<file path="src/rtl/project_pkg.sv">
// ============================================================================
// Module : project_pkg
// Brief  : Shared display character codes, editor state type and helpers.
// Rev    : 1.0  initial release
// ============================================================================
`default_nettype none

package project_pkg;

    typedef logic [3:0] code_t;
    typedef code_t [7:0] disp_t;

    localparam code_t CHAR_0    = 4'h0;
    localparam code_t CHAR_1    = 4'h1;
    localparam code_t CHAR_2    = 4'h2;
    localparam code_t CHAR_3    = 4'h3;
    localparam code_t CHAR_4    = 4'h4;
    localparam code_t CHAR_5    = 4'h5;
    localparam code_t CHAR_6    = 4'h6;
    localparam code_t CHAR_7    = 4'h7;
    localparam code_t CHAR_8    = 4'h8;
    localparam code_t CHAR_9    = 4'h9;
    localparam code_t CHAR_DASH = 4'hA;
    localparam code_t CHAR_BLK  = 4'hF;

    typedef enum logic [1:0] {
        IDLE    = 2'd0,
        EDIT    = 2'd1,
        CONVERT = 2'd2,
        DONE    = 2'd3
    } edit_state_t;

    function automatic code_t digit_to_code(input logic [3:0] d);
        code_t c;
        case (d)
            4'd0:    c = CHAR_0;
            4'd1:    c = CHAR_1;
            4'd2:    c = CHAR_2;
            4'd3:    c = CHAR_3;
            4'd4:    c = CHAR_4;
            4'd5:    c = CHAR_5;
            4'd6:    c = CHAR_6;
            4'd7:    c = CHAR_7;
            4'd8:    c = CHAR_8;
            4'd9:    c = CHAR_9;
            default: c = CHAR_BLK;
        endcase
        return c;
    endfunction

    // Dashes on the editable positions, blanks on the unused left-hand ones.
    function automatic disp_t idle_display(input int n_dig);
        disp_t d;
        for (int i = 0; i < 8; i++) begin
            d[i] = (i < n_dig) ? CHAR_DASH : CHAR_BLK;
        end
        return d;
    endfunction

endpackage

`default_nettype wire

</file>
<file path="src/rtl/digit_entry_editor.sv">
// ============================================================================
// Module : digit_entry_editor
// Brief  : Button-driven decimal digit editor with a one-digit-per-cycle
//          decimal-to-binary converter and a blinking cursor on the display.
// Rev    : 1.0  initial release
// ============================================================================
`default_nettype none

module digit_entry_editor
    import project_pkg::*;
#(
    parameter int N_DIG   = 4,
    parameter int BLINK_W = 24,
    parameter int VAL_W   = 27
) (
    input  logic              clk,
    input  logic              rst,
    input  logic              start,
    input  logic              btn_up,
    input  logic              btn_down,
    input  logic              btn_left,
    input  logic              btn_right,
    input  logic              btn_confirm,
    input  logic              btn_cancel,
    output code_t [7:0]       display_data,
    output logic  [7:0]       blink_mask,
    output logic              busy,
    output logic  [VAL_W-1:0] value,
    output logic              value_valid
);

    localparam logic [2:0]       c_last_idx  = 3'(N_DIG - 1);
    localparam logic [VAL_W-1:0] c_ten       = VAL_W'(10);
    localparam disp_t            c_idle_disp = idle_display(N_DIG);

    edit_state_t        state_q,  state_d;
    logic [7:0][3:0]    digits_q, digits_d;
    logic [2:0]         cursor_q, cursor_d;
    logic [BLINK_W-1:0] blink_q,  blink_d;
    logic [VAL_W-1:0]   acc_q,    acc_d;
    logic [2:0]         idx_q,    idx_d;
    logic [VAL_W-1:0]   value_q,  value_d;
    logic               valid_q,  valid_d;
    disp_t              disp_q,   disp_d;
    logic [7:0]         mask_q,   mask_d;
    logic               busy_q,   busy_d;

    always_comb begin
        state_d  = state_q;
        digits_d = digits_q;
        cursor_d = cursor_q;
        blink_d  = blink_q + 1'b1;
        acc_d    = acc_q;
        idx_d    = idx_q;
        value_d  = value_q;
        valid_d  = 1'b0;

        case (state_q)
            IDLE: begin
                if (start) begin
                    state_d  = EDIT;
                    digits_d = '0;
                    cursor_d = '0;
                    blink_d  = '0;
                end
            end
            EDIT: begin
                if (btn_cancel) begin
                    state_d = IDLE;
                end else if (btn_confirm) begin
                    state_d = CONVERT;
                    acc_d   = '0;
                    idx_d   = c_last_idx;
                end else if (btn_up) begin
                    digits_d[cursor_q] = (digits_q[cursor_q] == 4'd9) ? 4'd0
                                                                      : digits_q[cursor_q] + 4'd1;
                end else if (btn_down) begin
                    digits_d[cursor_q] = (digits_q[cursor_q] == 4'd0) ? 4'd9
                                                                      : digits_q[cursor_q] - 4'd1;
                end else if (btn_left) begin
                    cursor_d = (cursor_q == c_last_idx) ? 3'd0 : cursor_q + 3'd1;
                end else if (btn_right) begin
                    cursor_d = (cursor_q == 3'd0) ? c_last_idx : cursor_q - 3'd1;
                end
            end
            CONVERT: begin
                // Most significant digit first; the accumulator wraps at VAL_W bits.
                acc_d = (acc_q * c_ten) + VAL_W'(digits_q[idx_q]);
                if (idx_q == 3'd0) begin
                    state_d = DONE;
                end else begin
                    idx_d = idx_q - 3'd1;
                end
            end
            DONE: begin
                value_d = acc_q;
                valid_d = 1'b1;
                state_d = IDLE;
            end
            default: state_d = IDLE;
        endcase
    end

    // Display path is computed from the registered state so it lags by one cycle.
    always_comb begin
        disp_d = c_idle_disp;
        if (state_q != IDLE) begin
            for (int i = 0; i < 8; i++) begin
                disp_d[i] = (i < N_DIG) ? digit_to_code(digits_q[i]) : CHAR_BLK;
            end
        end

        mask_d = 8'hFF;
        if ((state_q == EDIT) && blink_q[BLINK_W-1]) begin
            mask_d[cursor_q] = 1'b0;
        end

        busy_d = (state_q == EDIT) || (state_q == CONVERT);
    end

    always_ff @(posedge clk or posedge rst) begin
        if (rst) begin
            state_q  <= IDLE;
            digits_q <= '0;
            cursor_q <= '0;
            blink_q  <= '0;
            acc_q    <= '0;
            idx_q    <= '0;
            value_q  <= '0;
            valid_q  <= 1'b0;
            disp_q   <= c_idle_disp;
            mask_q   <= 8'hFF;
            busy_q   <= 1'b0;
        end else begin
            state_q  <= state_d;
            digits_q <= digits_d;
            cursor_q <= cursor_d;
            blink_q  <= blink_d;
            acc_q    <= acc_d;
            idx_q    <= idx_d;
            value_q  <= value_d;
            valid_q  <= valid_d;
            disp_q   <= disp_d;
            mask_q   <= mask_d;
            busy_q   <= busy_d;
        end
    end

    assign display_data = disp_q;
    assign blink_mask   = mask_q;
    assign busy         = busy_q;
    assign value        = value_q;
    assign value_valid  = valid_q;

endmodule

`default_nettype wire

</file>
<file path="config.mk">
export PLATFORM = sky130hd
export DESIGN_NAME = digit_entry_editor
export DESIGN_NICKNAME = d
export VERILOG_FILES = /design/src/rtl/project_pkg.sv /design/src/rtl/digit_entry_editor.sv
export SDC_FILE = /design/constraint.sdc
export NUM_CORES = 1
export LEC_CHECK = 0
export CORE_MARGIN = 3
export CORE_UTILIZATION = 55
export DETAILED_ROUTE_END_ITERATION = 16
export MAX_ROUTING_LAYER = met4
export PLACE_DENSITY = 0.88
export SYNTH_ARGS = -nofsm -noshare
export SYNTH_HDL_FRONTEND = slang
export SYNTH_SLANG_ARGS = --single-unit
</file>
<file path="constraint.sdc">
create_clock -name clk -period 13.5 [get_ports clk]
set_clock_uncertainty 0.2 [all_clocks]
set_input_delay 2.7 -clock clk [delete_from_list [all_inputs] [get_ports clk]]
set_output_delay 2.7 -clock clk [all_outputs]
set_load 0.02 [all_outputs]
</file>
==> results.tsv, run 1 <==
metric	value	unit
Clock Path Buffers	2	
Sequential cell area	3620	um^2
largest net degree at the start of global routing	80	
Reg clk slew, reported paths	0.06	ns
Fin. Hold Viols	0	
Setup TNS	0	ns
worst setup margin	8.36	ns
drt initial violations	988	
slew margin rel.	40.4	%
HPWL Detailed	14900	um
slowest cell delay on critical path	0.72	ns
Netlist Area Pre-Place	8930	um^2
number of buffers created by CTS	17	
Synth Area in Adders	8.99	%
Final Net Count	1051	
# DRC	0	
Antenna Diode Count	0	
multi-input logic area	5000	um^2
Crit-path slowest cell	a21oi_1	
Routed Antenna Nets	0	
status	finished clean	
FMAX	195	MHz
final period utilization	38.1	%
syn avg cell area	9.56	um^2
Worst Max-Slew Pin Slew	0.894	ns
hold crit path type	reg2reg	
Area contributors post-synth	dfrtp_1 36%, ha_1 8.5%, nand2_1 5.5%	
Die X	133	um
Commonest cells post-synth	130 x nand2_1, 128 x dfrtp_1, 87 x o21ai_0, 61 x ha_1, 60 x nor2_1	
total vias in the final route	7275	
RD Place Congestion	0.948	
endpoints failing setup	0	
Synth Warn #	0	
Compound-Gate Fraction of Synth Area	15.5	%
CP arrival	5.27	ns
FFs w/ async S/R, synth	100	%
gr usage total	25.5	%
Pins Over Slew Limit	0	
Place WS	8.06	ns
Pleak	4.58	nW
Primary FF master, synth	dfrtp_1	
clock root buffer	clkbuf_16	
total grt overflow	0	
Synth Area in Simple Gates	16.3	%
number of synthesized flops with an enable pin	0	
PwrDens	153	nW/um^2
PortBufs	61	
area share of the largest cell type after synthesis	35.9	%
clock latency on the worst-skew pair	0.43	ns
# IOs	78	
post-synthesis mux area share	7.70	%
family with the most delay on the worst path	compound AO/OA/AOI/OAI gates	
PnR Total Power	0.00156	W
CTS tree	done	
Gate Count Post-Synth	934	
fin crit period	5.14	ns
vias in the first global route	7181	
CTS H-Tree Depth	4	
Synth Register Bits	144	
drt via density	6.05	
Core ar.	15500	um^2
post_cts resized	0	
post-synthesis xor/xnor area fraction	6.74	%
CP bufs+invs	1	
sequential-to-total area share from yosys stat	40.6	%
unrepaired setup endpoints after global routing	false	
VDD IR max	0.000112	V
count leader, synth	nand2_1	
Setup Fix Bufs, Post-CTS	0	
number of fill cells	1205	
Starting Density	57.5	%
cell row count	45	
Req. time, crit path	13.63	ns
Synth-to-Final Area Change	14.0	%
largest area contributor in the netlist	dfrtp_1	
clock sink count	144	
CP Cell Sequence	clkdlybuf4s50_1 > nor3_1 > o21ai_0 > a21oi_1 > o211a_1 > mux2i_1 > o21ai_0	
WL final	21400	um
largest family of logic cells by synthesized area	simple AND/OR/NAND/NOR gates	
antenna violations before repair	0	
Die Area	17800	um^2
Setup CP Type	in2reg	
Layout Utilization	65.5	%
critical path fanouts, max	10	
Max Cap Violations	0	
Distinct cells, synth	79	
Avg WL per Cell	17.8	um
Die Y-Extent	133	um
Hold-fix buffers, CTS	0	
Detailed Routing Iterations Pass 1	7	
critical path startpoint category	input port	
Crit. End Element	flip-flop	
share of layout cells above drive strength 1	11.5	%
first-pass GRT wire length	35900	um
cell mode on critical path	o21ai_0	
cell type report:
class	count	area share [%]
clock buffer	24	4.83
clock inverter	8	0.577
inverter	27	1.04
multi-input combinational	724	49.1
sequential	144	35.6
tap	211	2.59
timing repair buffer	65	6.29
registers in the layout (all words and copies together), names as in the netlist, named ones only:
| register | cells |
|---|---|
| digits_q | 32 |
| acc_q | 27 |
| value | 27 |
| blink_q | 24 |
| display_data | 16 |
| blink_mask | 8 |
| cursor_q | 3 |
| idx_q | 3 |
| busy | 1 |
| state_q | 1 |
| value_valid | 1 |
logic make-up after synthesis:
kind of cell / after synthesis
fa+ha+maj: 63
mux: 55
flops: 144
buf+inv: 81
compound gates: 219
other cells: 1
simple gates: 304
xor+xnor: 67
worst reg2reg max path: cells and delay by family (launching register included):
| family | cells | cell delay [ns] |
|---|---|---|
| AOI/OAI and AO/OA | 4 | 0.70 |
| xor gates and xnor gates | 1 | 0.11 |
| adders and majority gates | 1 | 0.29 |
| DFF | 1 | 0.71 |
| muxes | 1 | 0.60 |
| and+or+nand+nor | 6 | 1.59 |
where the power goes:
| group | total [W] | switching [W] | internal (W) |
|---|---|---|---|
| clock | 0.000433 | 0.000179 | 0.000254 |
| sequential | 0.000596 | 0.0000862 | 0.000509 |
| combinational | 0.000531 | 0.000320 | 0.000211 |
| total | 0.00156 | 0.000586 | 0.000974 |
path summary, 6_finish.rpt:
path / from / endpoint / slack, ns / depth (start not counted)
setup / recovery: btn_confirm / digits_q[7] / 8.36 / 7
hold reg to reg: blink_q[0] / blink_q[0] / 0.28 / 1
max in group asynchronous: rst / digits_q[8] / 9.27 / 3
hold / removal: blink_q[0] / blink_q[0] / 0.28 / 1
setup reg to reg: idx_q[0] / acc_q[22] / 9.19 / 13
min in group asynchronous: rst / value[17] / 2.56 / 2
per-stage QoR:
step / hold WS (ns) / instance area, um^2 / instances
after floorplan: 0.247 / 8990 / 949
after global placement: 0.269 / 9630 / 1171
after detailed placement: 0.280 / 9630 / 1171
after CTS: 0.288 / 10200 / 1203
after global routing: 0.307 / 10200 / 1203
final: 0.284 / 10200 / 1203
layer usage:
| metal | track usage, % | wire length (um) | share of wire (%) |
|---|---|---|---|
| met5 | - | 0 | 0 |
| met4 | 10.1 | 665 | 3.1 |
| met3 | 4.95 | 1290 | 6.0 |
| met2 | 41.3 | 10600 | 50 |
| met1 | 31.9 | 8820 | 41 |
cells in the final DEF (no fill, tap or decap), drive strengths merged, types with 5 or more instances in the layout:
cell type      count
nand2            131
dfrtp            128
o21ai             93
ha                61
clkdlybuf4s50     61
nor2              60
a21oi             46
xnor2             34
xor2              33
mux2              30
nand3             27
inv               26
clkbuf            24
mux2i             17
conb              16
dfstp             16
and3              16
nor3              13
a211oi            11
nor2b              9
o211ai             9
a21o               8
a211o              8
mux4               8
or2                7
and2               7
a22oi              6
clkinv             6
a22o               5
nor4               5
(Power assumes the default switching activity.)
==> run 2, diff against run 1 <==
--- a/config.mk
+++ b/config.mk
@@ -6,7 +6,7 @@
 export NUM_CORES = 1
 export LEC_CHECK = 0
 export CORE_MARGIN = 3
-export CORE_UTILIZATION = 55
+export CORE_UTILIZATION = 53
 export DETAILED_ROUTE_END_ITERATION = 16
 export MAX_ROUTING_LAYER = met4
 export PLACE_DENSITY = 0.88
==> constraint.sdc (replaced) <==
create_clock -name clk -period 4.6 [get_ports clk]
set_clock_uncertainty 0.2 [all_clocks]
set_input_delay 0.92 -clock clk [delete_from_list [all_inputs] [get_ports clk]]
set_output_delay 0.92 -clock clk [all_outputs]
set_load 0.02 [all_outputs]
==> results.tsv, run 2 (same netlist as run 1, synthesis figures left out) <==
metric	value	unit	change
endpoints failing setup	0		unchanged
Req. time, crit path	4.74	ns	-8.89 ns
Starting Density	55.2	%	-2.3 points
reg-to-reg endpoint	acc_q[21]		
post_cts resized	0		unchanged
Hold Path End	blink_q[0]		
Pleak	4.60	nW	+0.51%
Place WS	0.495	ns	-7.57 ns
Clock Path Buffers	2		unchanged
Gate power share	33.2	%	-0.8 points
number of buffers created by CTS	17		unchanged
first-pass GRT wire length	35000	um	-2.6%
worst-case reg-to-reg path depth	12		-1
max reg flops	32		unchanged
cell row count	46		+2.2%
slew margin rel.	41.7	%	+1.3 points
number of fill cells	1264		+4.9%
R2R Path Start	acc_q[1]		
Routed Antenna Nets	0		unchanged
# DRC	0		unchanged
worst setup margin	0.429	ns	-7.93 ns
Pins Over Slew Limit	0		unchanged
clock root buffer	clkbuf_16		
CTS tree	done		
Hold Path Cell Cnt	1		unchanged
unrepaired setup endpoints after global routing	false		
critical path fanouts, max	5		-5
min-delay src	blink_q[0]		
share of layout cells above drive strength 1	11.9	%	+0.46 points
fin crit period	4.17	ns	
Post-Layout Cell Count	1213		+0.83%
Reg clk slew, reported paths	0.06	ns	about the same
Crit. End Element	flip-flop		
critical path startpoint category	flip-flop		
vias in the first global route	7095		-1.2%
clock sink count	144		unchanged
WL final	20900	um	-2.3%
Max Cap Violations	0		unchanged
PortBufs	61		unchanged
most common cell after layout, fill and taps aside	nand2_1		
commonest non-fill, non-tap cells in the layout	130 x nand2_1, 128 x dfrtp_1, 87 x o21ai_0		
HPWL Detailed	15000	um	+0.74%
P_sw	0.00173	W	+190%
uppermost routed layer	met4		
Die Y-Extent	136	um	+1.8%
Internal Power	0.00291	W	+200%
Final Net Count	1055		+0.38%
Die Area	18400	um^2	+3.6%
Setup CP Type	reg2reg		
Hold-fix buffers, CTS	0		unchanged
clock latency on the worst-skew pair	0.44	ns	about the same
CTS H-Tree Depth	4		unchanged
Setup TNS	0	ns	unchanged
gr usage total	24.5	%	-1.1 points
RD Place Congestion	0.964		+1.6%
Avg WL per Cell	17.3	um	-3.1%
met2 WL	10500	um	-1.3%
Detailed Routing Iterations Pass 1	5		-2
total grt overflow	0		unchanged
switching share of power	37.2	%	-0.33 points
placed cell count	1180		+0.77%
FMAX	240	MHz	
final period utilization	90.7	%	
Reg with most FFs	digits_q		
flop2flop setup slack	0.43	ns	-8.76 ns
Fin. Hold Viols	0		unchanged
Flop pwr share	37.9	%	-0.3 points
VDD IR max	0.000387	V	+250%
Setup Fix Bufs, Post-CTS	0		unchanged
drt initial violations	750		-24%
Core ar.	16200	um^2	+4.1%
Layout Utilization	63.4	%	-2.1 points
Die X	136	um	+1.8%
M1 WL	8810	um	-0.18%
status	finished clean		
total vias in the final route	7215		-0.82%
Synth-to-Final Area Change	14.9	%	
drt via density	5.95		-1.6%
PwrDens	452	nW/um^2	+200%
met3 wire length	1170	um	-8.7%
CP arrival	4.31	ns	-0.96 ns
# IOs	78		unchanged
antenna violations before repair	1		+1
hold crit path type	reg2reg		
largest net degree at the start of global routing	145		+81%
Clock power frac	28.9	%	+1.1 points
Worst Max-Slew Pin Slew	0.874	ns	-0.0202 ns
PnR Total Power	0.00464	W	+200%
[run 2: how the worst max path moves through the flow]
stage | slack (ns) | cells past startpoint | endpoint | start
global placement | 0.63 | 12 | acc_q[21] | acc_q[1]
global route | 0.20 | 12 | acc_q[21] | acc_q[1]
CTS | 0.47 | 12 | acc_q[21] | acc_q[1]
detailed placement | 0.50 | 12 | acc_q[21] | acc_q[1]
floorplan | 0.71 | 14 | acc_q[21] | idx_q[0]
finish | 0.43 | 12 | acc_q[21] | acc_q[1]
[run 2: power by group through the flow]
stage	logic [W]	registers, W	clock network, W
CTS	0.00153	0.00175	0.00136
global route	0.00168	0.00179	0.00142
global placement	0.00148	0.00176	0
floorplan	0.00103	0.00175	0
finish	0.00154	0.00176	0.00134
detailed placement	0.00152	0.00177	0
[run 2: area by class of cell]
class	instances	area (um^2)	share of cell area (%)
multi-input combinational	724	5000	48.7
timing repair buffer	69	683	6.66
inverter	27	105	1.02
sequential	144	3620	35.3
tap	216	270	2.63
clock buffer	22	474	4.62
antenna	1	2.50	0.0244
clock inverter	10	103	1.00
[run 2: metrics by stage]
step,hold slack (ns),area (um^2)
6_report,0.284,10300
5_1_grt,0.300,10300
3_3_place_gp,0.272,9680
2_1_floorplan,0.247,8990
4_1_cts,0.288,10300
3_5_place_dp,0.279,9680
[run 2: worst max-delay path: stages (launching register included)]
cell	delay [ns]
dfrtp_1	0.45
ha_1	0.33
ha_1	0.24
fa_1	0.42
a211oi_2	0.38
nor2_1	0.10
xor2_1	0.29
and3_1	0.29
or4b_4	0.51
a211oi_4	0.34
nand3_1	0.15
xnor2_1	0.18
o31ai_1	0.20
[run 2: routing by layer]
layer / up-vias / GRT usage (%)
li1: 3385 / -
met1: 3512 / 30.7
met2: 279 / 39.6
met3: 39 / 4.85
met4: 0 / 9.18
met5: - / -
